## config.mk

```make
export PLATFORM = sky130hd
export DESIGN_NAME = bcd_scan_display_flat
export DESIGN_NICKNAME = d
export VERILOG_FILES = /design/src/rtl/bcd_scan_display_if.sv /design/src/rtl/bcd_scan_display.sv /design/src/flat_wrapper.sv
export SDC_FILE = /design/constraint.sdc
export NUM_CORES = 1
export LEC_CHECK = 0
export BUFFER_PORTS_ARGS = -buffer_cell sky130_fd_sc_hd__buf_2
export CAP_MARGIN = 20
export CORE_MARGIN = 2
export CORE_UTILIZATION = 58
export DETAILED_ROUTE_END_ITERATION = 16
export PLACE_DENSITY = 0.88
export REMOVE_ABC_BUFFERS = 1
export SYNTH_ARGS = -nofsm -noshare
export SYNTH_HDL_FRONTEND = slang
export SYNTH_SLANG_ARGS = --single-unit
```

## constraint.sdc

```tcl
create_clock -name clock -period 4.05 [get_ports clock]
set_input_delay 0.6075 -clock clock [delete_from_list [all_inputs] [get_ports clock]]
set_output_delay 0.6075 -clock clock [all_outputs]
set_load 0.02 [all_outputs]
```

## src/rtl/bcd_scan_display_if.sv

```systemverilog
// bcd_scan_display_if: digit load handshake from the BCD converter and seven-segment pin bundle.
interface bcd_scan_display_if;
    logic       load;
    logic [3:0] ones;
    logic [3:0] tens;
    logic [3:0] hundreds;
    logic [3:0] thousands;
    logic [6:0] seg;
    logic [3:0] an;
    logic       ack;
    modport master (output load, ones, tens, hundreds, thousands, input seg, an, ack);
    modport slave  (input load, ones, tens, hundreds, thousands, output seg, an, ack);
endinterface

```

## src/rtl/bcd_scan_display.sv

```systemverilog
// bcd_scan_display: four-digit multiplexed common-anode seven-segment driver with frame-aligned digit swap.
// Optional BCD_SCAN_BLANK_LEADING_ZEROS_EN blanks leading zero digits (ones always shown).
module bcd_scan_display #(
    parameter int REFRESH_DIV = 50000
) (
    input logic               clock,
    input logic               resetn,
    bcd_scan_display_if.slave bus
);
    typedef enum logic [1:0] {SCAN0, SCAN1, SCAN2, SCAN3} scan_e;

    scan_e       idx_q, idx_d;
    logic [19:0] cnt_q, cnt_d;
    logic [15:0] stg_q, stg_d, disp_q, disp_d;
    logic        pend_q, pend_d, swp_q, ack_q;
    logic [6:0]  seg_q, seg_d;
    logic [3:0]  an_q, an_d, digit, blank;
    logic [15:0] din;
    logic        tc, swap;

    function automatic logic [6:0] glyph(input logic [3:0] d);
        case (d)
            4'd0:    return 7'b1000000;
            4'd1:    return 7'b1111001;
            4'd2:    return 7'b0100100;
            4'd3:    return 7'b0110000;
            4'd4:    return 7'b0011001;
            4'd5:    return 7'b0010010;
            4'd6:    return 7'b0000010;
            4'd7:    return 7'b1111000;
            4'd8:    return 7'b0000000;
            4'd9:    return 7'b0010000;
            default: return 7'b0111111;
        endcase
    endfunction

    always_ff @(posedge clock or negedge resetn) begin
        if (!resetn) begin
            idx_q  <= SCAN0;
            cnt_q  <= '0;
            stg_q  <= '0;
            disp_q <= '0;
            pend_q <= 1'b0;
            swp_q  <= 1'b0;
            ack_q  <= 1'b0;
            seg_q  <= 7'h7F;
            an_q   <= 4'hF;
        end else begin
            idx_q  <= idx_d;
            cnt_q  <= cnt_d;
            stg_q  <= stg_d;
            disp_q <= disp_d;
            pend_q <= pend_d;
            swp_q  <= swap;
            ack_q  <= swp_q;
            seg_q  <= seg_d;
            an_q   <= an_d;
        end
    end

    // A load landing on the swap cycle bypasses staging so the newest digits win.
    always_comb begin
        din    = {bus.thousands, bus.hundreds, bus.tens, bus.ones};
        tc     = cnt_q == 20'(REFRESH_DIV - 1);
        cnt_d  = tc ? '0 : cnt_q + 20'd1;
        idx_d  = tc ? scan_e'(idx_q + 2'd1) : idx_q;
        swap   = tc && idx_q == SCAN3 && (pend_q || bus.load);
        stg_d  = bus.load ? din : stg_q;
        pend_d = !swap && (bus.load || pend_q);
        disp_d = swap ? (bus.load ? din : stg_q) : disp_q;
    end

    always_comb begin
        digit = disp_q[{idx_q, 2'b00} +: 4];
`ifdef BCD_SCAN_BLANK_LEADING_ZEROS_EN
        blank = {disp_q[15:12] == 4'd0, disp_q[15:8] == 8'd0, disp_q[15:4] == 12'd0, 1'b0};
`else
        blank = 4'b0000;
`endif
        an_d  = blank[idx_q] ? 4'hF : ~(4'b0001 << idx_q);
        seg_d = blank[idx_q] ? 7'h7F : glyph(digit);
    end

    assign bus.seg = seg_q;
    assign bus.an  = an_q;
    assign bus.ack = ack_q;
endmodule

```

## src/flat_wrapper.sv

```systemverilog
// flat-port wrapper written by rule: the top's interface ports become plain ports
module bcd_scan_display_flat 
#(
    parameter int REFRESH_DIV = 50000
)
  (clock, resetn, bus_load, bus_ones, bus_tens, bus_hundreds, bus_thousands, bus_seg, bus_an, bus_ack);
  bcd_scan_display_if bus_i ();
  input logic clock;
  input logic resetn;
  input wire logic [$bits(bus_i.load)-1:0] bus_load;
  input wire logic [$bits(bus_i.ones)-1:0] bus_ones;
  input wire logic [$bits(bus_i.tens)-1:0] bus_tens;
  input wire logic [$bits(bus_i.hundreds)-1:0] bus_hundreds;
  input wire logic [$bits(bus_i.thousands)-1:0] bus_thousands;
  output wire logic [$bits(bus_i.seg)-1:0] bus_seg;
  output wire logic [$bits(bus_i.an)-1:0] bus_an;
  output wire logic [$bits(bus_i.ack)-1:0] bus_ack;
  assign bus_i.load = bus_load;
  assign bus_i.ones = bus_ones;
  assign bus_i.tens = bus_tens;
  assign bus_i.hundreds = bus_hundreds;
  assign bus_i.thousands = bus_thousands;
  assign bus_seg = bus_i.seg;
  assign bus_an = bus_i.an;
  assign bus_ack = bus_i.ack;
  bcd_scan_display #(.REFRESH_DIV(REFRESH_DIV)) u_core (.clock(clock), .resetn(resetn), .bus(bus_i));
endmodule
```

; Word level (Yosys, flattened, before mapping)
; Memory sizes are Yosys's and may differ from the RTL's. A register that Yosys moved wholly into a read port is not among the register bits.
; Cells that the tools add are included.
[totals]
mem_count = 1
wordCells = 28
input_bits = 19
ff_bits = 61
romBits = 112
[mem_list]
columns = name, words, width, rd, rd_ports_with_merged_regs, wr, line_no
row1 = (no name shown), 16, 7, 1, 1, 0, bcd_scan_display.sv:22  ; case (d)
[classes]
eq_ne = 2
add_sub_neg = 2
reduce_logical = 6
shifts = 2
n_bitwise = 1
magnitude_cmp = 1
n_mux = 5
[ops]
columns = operator, n
row1 = $add A20 B1 Y20 const B, 1
row2 = $eq A20 B16 Y1 const B, 1
row3 = $mux W20, 1
row4 = $mux W16, 1
row5 = $shiftx A16 B5 Y4, 1
row6 = $mux W4, 1
row7 = $not A4 Y4, 1
row8 = $shl A1 B2 Y4 const A, 1
row9 = $logic_and A1 B1 Y1, 3
row10 = $lt A2 B3 Y1 const B, 1
row11 = $add A2 B1 Y2 const B, 1
row12 = $bmux W1 S2, 1
row13 = $eq A2 B2 Y1 const B, 1
row14 = $logic_not A1 Y1, 2
row15 = $logic_or A1 B1 Y1, 1
row16 = $mux W1, 1

; Depth between registers and ports, before layout
; Gate-level depths: netlist of the first run.
[depth]
ltp_word = 5
depth_mapped = 6

; Least setup slack after synthesis of the first run
; OpenSTA, ideal clock, no wires.
[synth_timing]
kind = register to register
startpoint = register u_core.cnt_q[5]
endpoint = register u_core.disp_q[10]
t_arrival_ns = 1.793
path_slack_ns = 2.132
path_buffers = 1
synth_period_minus_slack_ns = 1.918
t_required_ns = 3.925
stages_incl_launch_ff = 5
path_cell_list = dfrtp_1 or4b_4 nor3_4 buf_12 mux2_4
[synth_between]
elab_chain_len = 3
[synth_lines]
columns = item, line_no
row1 = from (decl), bcd_scan_display.sv:13  ; logic [19:0] cnt_q, cnt_d;
row2 = from (signal assigned), bcd_scan_display.sv:50  ; cnt_q <= cnt_d;
row3 = $eq A20 B16 Y1, bcd_scan_display.sv:64  ; tc = cnt_q == 20'(REFRESH_DIV - 1);
row4 = $logic_and A1 B1 Y1 (2 in a row), bcd_scan_display.sv:67  ; swap = tc && idx_q == SCAN3 && (pend_q || bus.load);
row5 = to (signal assigned), bcd_scan_display.sv:52  ; disp_q <= disp_d;
row6 = to (decl), bcd_scan_display.sv:14  ; logic [15:0] stg_q, stg_d, disp_q, disp_d;
; No other way between the ends.
; A chain may end at the register's enable or synchronous reset.

; Worst setup path after layout of the first run
[layout_timing]
startpoint = register u_core.cnt_q[16]
endpoint = register u_core.disp_q[0]
; The elaborated chain is that of the path after synthesis.

==> results of run 1 <==
[state kept, by name, summed over array words and instances, names as in the netlist]
name,flops
u_core.pend_q,1
u_core.stg_q,16
u_core.swp_q,1
u_core.bus.an,4
u_core.bus.seg,7
u_core.idx_q,2
u_core.bus.ack,1
u_core.disp_q,16
u_core.cnt_q,20
[cell families (layout without fill, tap and decap cells)]
kind of cell	after synthesis	in the layout	share of synthesized area
simple gates	63	63	0.114
flops	68	68	0.561
xor+xnor	19	19	0.0544
compound gates	13	13	0.0274
buf+inv	21	60	0.0385
mux	37	37	0.163
fa+ha+maj	10	10	0.0409
[final cells by class]
class,count,area (µm²),share of cell area
Sequential cell,68,1720,0.505
Multi-Input combinational cell,142,1220,0.360
Timing Repair Buffer,32,165,0.0486
Clock buffer,14,153,0.0449
Tap cell,70,87.6,0.0258
Inverter,12,45.0,0.0132
Clock inverter,2,10.0,0.00294
[report_power, final]
group | total (mW) | leakage (nW) | switching [mW] | internal, mW
combinational | 0.0483 | 0.624 | 0.0267 | 0.0216
sequential | 0.699 | 0.855 | 0.00374 | 0.696
clock | 0.466 | 0.0844 | 0.228 | 0.238
total | 1.21 | 1.56 | 0.258 | 0.955
[stage by stage]
stage / power, mW / util / area [µm²]
3_5_place_dp: 0.761 / 0.634 / 3240
3_3_place_gp: 0.758 / 0.634 / 3240
6_report: 1.21 / 0.666 / 3400
4_1_cts: 1.22 / 0.666 / 3400
2_1_floorplan: 0.730 / - / 2980
5_1_grt: 1.27 / 0.666 / 3400
[Yosys cell counts, types with 2 or more instances]
library cell	number
sky130_fd_sc_hd__and4bb_2	2
sky130_fd_sc_hd__mux2_4	10
sky130_fd_sc_hd__a21oi_1	4
sky130_fd_sc_hd__o311ai_0	2
sky130_fd_sc_hd__clkbuf_1	2
sky130_fd_sc_hd__mux4_2	4
sky130_fd_sc_hd__xnor2_1	13
sky130_fd_sc_hd__xor2_1	6
sky130_fd_sc_hd__mux2_2	23
sky130_fd_sc_hd__and3_1	2
sky130_fd_sc_hd__dfstp_2	11
sky130_fd_sc_hd__nand3_1	11
sky130_fd_sc_hd__nor4_1	5
sky130_fd_sc_hd__ha_1	10
sky130_fd_sc_hd__dfrtp_1	57
sky130_fd_sc_hd__buf_2	4
sky130_fd_sc_hd__o21ai_0	4
sky130_fd_sc_hd__inv_1	12
sky130_fd_sc_hd__nor2_1	17
sky130_fd_sc_hd__or3_1	2
sky130_fd_sc_hd__nand4_1	5
sky130_fd_sc_hd__nor3_1	4
sky130_fd_sc_hd__nand2_1	8
[critical path: stages, from the launching register on]
cell,delay (ns)
sky130_fd_sc_hd__dfrtp_1,0.41
sky130_fd_sc_hd__nor4_1,0.44
sky130_fd_sc_hd__nand4_1,0.25
sky130_fd_sc_hd__nor3_4,0.79
sky130_fd_sc_hd__mux2_2,0.42
[how the worst max path moves through the flow]
| stage | from | slack, ns | cells after the start | end |
|---|---|---|---|---|
| after floorplan | u_core.cnt_q[5] | 1.92 | 3 | u_core.disp_q[0] |
| after global placement | bus_load | 1.58 | 4 | u_core.disp_q[2] |
| after detailed placement | bus_load | 1.54 | 4 | u_core.disp_q[1] |
| after CTS | u_core.cnt_q[16] | 1.61 | 4 | u_core.disp_q[1] |
| after global routing | u_core.cnt_q[16] | 1.44 | 4 | u_core.disp_q[1] |
| final | u_core.cnt_q[16] | 1.62 | 4 | u_core.disp_q[0] |
[metal layers]
| layer | wire length, µm | part of all wire | global-route usage |
|---|---|---|---|
| met1 | 2440 | 0.49 | 0.266 |
| met3 | 158 | 0.032 | 0.0569 |
| met5 | 0 | 0 | 0 |
| met4 | 88 | 0.018 | 0.0764 |
| met2 | 2300 | 0.46 | 0.285 |
==> run metrics, run 1 <==
status=finished, final reports clean; Most used DFF post-synth=sky130_fd_sc_hd__dfrtp_1; Worst Hold Class=reg2reg; Antenna Cells=0; CP Max Fanout=16; beginning of the worst hold path=u_core.swp_q; Hold Path Cell Cnt=0; buffer levels on the longest clock path=2; count of max-cap constraint violations=0; power density over the cells=357 mW/mm²; final global-route overflow total=0; number of standard cells after synthesis=231; number of clock sinks seen by CTS=68; crit path time final=2.43 ns; max-slew violations=0; CTS clock-pin slew for the worst setup and hold paths=0.07 ns; initial detailed-routing violation count=78; FFs w/ async S/R, synth=1.00; Ports=31; CTS buffer count=9; top-area cell type share of the netlist area=0.467; starting utilization of the core area=0.598; cell taking the most area after synthesis=sky130_fd_sc_hd__dfrtp_1; H-tree level count=3; Worst Hold End=u_core.bus.ack; wire length of the first global-routing pass=8670 µm; DP HPWL=3490 µm; number of global-route vias before repair=1,830; Routability Congestion=0.812; worst slack on hold paths=0.348 ns; Synth cell types=36; final worst path period share=0.599; pin count of the biggest net entering global routing=40; root buffer selected by CTS=sky130_fd_sc_hd__clkbuf_8; largest cells by area after synthesis=sky130_fd_sc_hd__dfrtp_1, sky130_fd_sc_hd__dfstp_2, sky130_fd_sc_hd__mux2_2, sky130_fd_sc_hd__mux2_4, sky130_fd_sc_hd__ha_1; Die Span X=76.6 µm; total vias in the final route=1,823; Std-Cell Core Area=0.00511 mm²; clock skew=0.00926 ns; transition time at the pin with the least slew margin=0.910 ns; setup slack of the most critical reg-to-reg path=1.62 ns; static leakage power=1.56 nW; startpoint of the worst register-to-register path=u_core.cnt_q[16]; number of buffers added to fix hold violations after cts=0; number of antenna violations at the first check in global routing=0; CTS-repair resized insts=0; die boundary height=76.6 µm; #FFs+latches synth=68; kind of launch point of the worst setup path=flop; number of fill cells in the layout=356; DRC violations left=0; endpoints failing setup=0; arrival time at the worst endpoint=2.64 ns; total wirelength of the detailed-routed design=4990 µm; endpoint kind of the worst setup timing path=flop; number of input and output port buffers inserted=30; sequential share of the synthesized area=0.561; r2r endpoint=u_core.disp_q[0]; setup slack of the critical path after layout=1.62 ns; leading cell type in the layout, fill and taps excluded=sky130_fd_sc_hd__dfrtp_1; number of hold violations in the final report=0; Worst slew margin=0.391; Clock Latency Late Sink=0.34 ns; Post-synth EDFFs=0; f_max=0.412 GHz; Yosys warnings=0; CTS tree=built; P&R area growth vs syn=11.2%; kind of critical path=reg2reg; vias per cell=5.36; detailed-route wire length per cell=14.7 µm; number of nets in the final layout=294; commonest cells after routing, fill and taps aside=sky130_fd_sc_hd__dfrtp_1, sky130_fd_sc_hd__buf_2, sky130_fd_sc_hd__mux2_2; worst supply voltage drop on vdd=0.000186 V; number of placed instances with taps included=324; site row count=26; Antenna Violating Nets Remaining=0; setup repair after global routing missed its margin=false; Netlist Area Pre-Place=0.00306 mm²; aggregate global-route resource usage=0.191; fraction of final layout cells sized beyond drive strength 1=0.359; Worst R2R Path Depth=4; iteration count of the initial detailed-routing pass=4; die outline area=0.00587 mm²; setup slack after placement=1.54 ns; Post-Layout Cell Count=340; Setup Total Neg Slack=0 ns; worst endpoint required time=4.27 ns; synthesized area per cell=13.2 µm²; postcts setup bufs=0
Note: power is estimated with default switching activity, not from simulation.
==> run 2: changes to the inputs <==
--- a/config.mk
+++ b/config.mk
@@ -8,9 +8,9 @@
 export BUFFER_PORTS_ARGS = -buffer_cell sky130_fd_sc_hd__buf_2
 export CAP_MARGIN = 20
 export CORE_MARGIN = 2
-export CORE_UTILIZATION = 58
+export CORE_UTILIZATION = 52
 export DETAILED_ROUTE_END_ITERATION = 16
-export PLACE_DENSITY = 0.88
+export PLACE_DENSITY = 0.83
 export REMOVE_ABC_BUFFERS = 1
 export SYNTH_ARGS = -nofsm -noshare
 export SYNTH_HDL_FRONTEND = slang
==> constraint.sdc (replaced) <==
create_clock -name clock -period 2.1 [get_ports clock]
set_input_delay 0.315 -clock clock [delete_from_list [all_inputs] [get_ports clock]]
set_output_delay 0.315 -clock clock [all_outputs]
set_load 0.02 [all_outputs]
==> run 2 against run 1 <==
Against the previous run: sequential power up 93%; power up 110%; clock power up 150%; sequential share of layout area down 2.2 points; first-iteration DRC count up 35%; non-clock buffer count up 10.
==> run metrics, run 2 (synthesis gave the netlist of run 1 again) <==
worst path cell trace=nor4_1 > nand4_1 > nor3_4 > buf_12 > mux2_2; iteration count of the initial detailed-routing pass=4; final global-route overflow total=0; f_max=0.514 GHz; max-slew violations=0; r2r endpoint=u_core.disp_q[1]; endpoint kind of the worst setup timing path=flop; number of nets in the final layout=304; beginning of the worst hold path=bus_ones[0]; CTS buffer count=9; Worst slew margin=0.719; worst supply voltage drop on vdd=0.000519 V; starting utilization of the core area=0.545; arrival time at the worst endpoint=2.17 ns; Critical Path Slowest Stage Cell=sky130_fd_sc_hd__dfrtp_1; CTS tree=built; Worst Hold End=u_core.stg_q[0]; vias per cell=5.45; number of global-route vias before repair=1,939; total vias in the final route=1,918; transition time at the pin with the least slew margin=0.417 ns; pin count of the biggest net entering global routing=69; final worst path period share=0.927; static leakage power=1.65 nW; endpoints failing setup=0; Setup Total Neg Slack=0 ns; site row count=27; worst endpoint required time=2.33 ns; number of fill cells in the layout=414; status=finished, final reports clean; commonest cells after routing, fill and taps aside=sky130_fd_sc_hd__dfrtp_1, sky130_fd_sc_hd__buf_2, sky130_fd_sc_hd__mux2_2; buffer levels on the longest clock path=2; H-tree level count=3; number of hold violations in the final report=0; aggregate global-route resource usage=0.189; Std-Cell Core Area=0.00561 mm²; setup repair after global routing missed its margin=false; Antenna Violating Nets Remaining=0; setup slack after placement=0.180 ns; setup slack of the most critical reg-to-reg path=0.15 ns; Routability Congestion=0.899; die outline area=0.00651 mm²; Regs by FF count=u_core.cnt_q: 20 flops, u_core.disp_q: 16 flops, u_core.stg_q: 16 flops; Overall Power=2.59 mW; worst slack on hold paths=0.218 ns; Worst R2R Path Depth=5; Hold Path Cell Cnt=2; Die Span X=80.7 µm; wire length of the first global-routing pass=9090 µm; CP Max Fanout=16; number of placed instances with taps included=335; fraction of final layout cells sized beyond drive strength 1=0.389; postcts setup bufs=0; number of clock sinks seen by CTS=68; count of max-cap constraint violations=0; Ports=31; die boundary height=80.7 µm; DRC violations left=0; P&R area growth vs syn=16.4%; Clock Latency Late Sink=0.34 ns; DP HPWL=3780 µm; startpoint of the worst register-to-register path=u_core.cnt_q[16]; clock skew=0.00480 ns; power density over the cells=729 mW/mm²; crit path time final=1.95 ns; number of antenna violations at the first check in global routing=0; Antenna Cells=0; CP max stage delay=0.42 ns; total wirelength of the detailed-routed design=5440 µm; Post-Layout Cell Count=352; CTS clock-pin slew for the worst setup and hold paths=0.07 ns; setup slack of the critical path after layout=0.153 ns; kind of critical path=reg2reg; register with the most flip-flops=u_core.cnt_q; number of flip-flops under the largest register name=20; kind of launch point of the worst setup path=flop; Worst Hold Class=in2reg; initial detailed-routing violation count=105; root buffer selected by CTS=sky130_fd_sc_hd__clkbuf_8; number of input and output port buffers inserted=30; detailed-route wire length per cell=15.4 µm; leading cell type in the layout, fill and taps excluded=sky130_fd_sc_hd__dfrtp_1
-- run 2: cell count changes in the layout (fill, tap and decap cells not counted), sizes merged --
cell	before	now
buf	32	41
clkbuf	14	10
bufinv	0	2
clkinv	2	3
dlygate4sd3	0	1
inv	12	13
-- run 2: metal layers --
metal,track usage,vias up,share of wire
li1,-,890,-
met1,0.228,958,0.43
met2,0.312,64,0.51
met3,0.0742,6,0.058
met4,0.0610,0,0.011
met5,0,-,0
-- run 2: critical path: cells and delay by family, from the launching register on --
family                 cells  cell delay (ns)
multiplexers               1             0.35
flip-flops                 1             0.42
AND/OR/NAND/NOR            3             0.87
buffers and inverters      1             0.19
-- run 2: how the worst max path moves through the flow --
stage	endpoint	slack (ns)	start
2_1_floorplan	u_core.disp_q[0]	-0.03	u_core.cnt_q[5]
3_3_place_gp	u_core.disp_q[2]	0.22	u_core.cnt_q[16]
3_5_place_dp	u_core.disp_q[1]	0.18	u_core.cnt_q[16]
4_1_cts	u_core.disp_q[15]	0.16	u_core.cnt_q[16]
5_1_grt	u_core.disp_q[15]	0.05	u_core.cnt_q[16]
6_report	u_core.disp_q[1]	0.15	u_core.cnt_q[16]
-- run 2: through the flow --
step	instance area, µm²	utilization
6_report	3560	0.634
3_3_place_gp	3330	0.594
2_1_floorplan	2980	-
3_5_place_dp	3330	0.594
5_1_grt	3560	0.634
4_1_cts	3560	0.634
-- run 2: cell type report --
| type | instances | area (µm²) | area share |
|---|---|---|---|
| timing repair buffer | 42 | 268 | 0.0753 |
| clock buffer | 10 | 128 | 0.0359 |
| inverter | 12 | 45.0 | 0.0127 |
| tap | 72 | 90.1 | 0.0253 |
| multi-input combinational | 142 | 1220 | 0.344 |
| sequential | 68 | 1720 | 0.482 |
| clock inverter | 6 | 87.6 | 0.0246 |
-- run 2: what timing repair did --
action / 4_1_cts / 5_1_grt
setup endpoints to repair: 0 / 0
hold buffers: 1 / 0
gates resized for setup: 0 / 0
endpoints found under the hold margin: 57 / 0
-- run 2: report_power, final --
group          internal (mW)  switching [mW]  total [mW]
Combinational         0.0467          0.0526      0.0993
Sequential              1.34         0.00701        1.35
Clock                  0.670           0.477        1.15
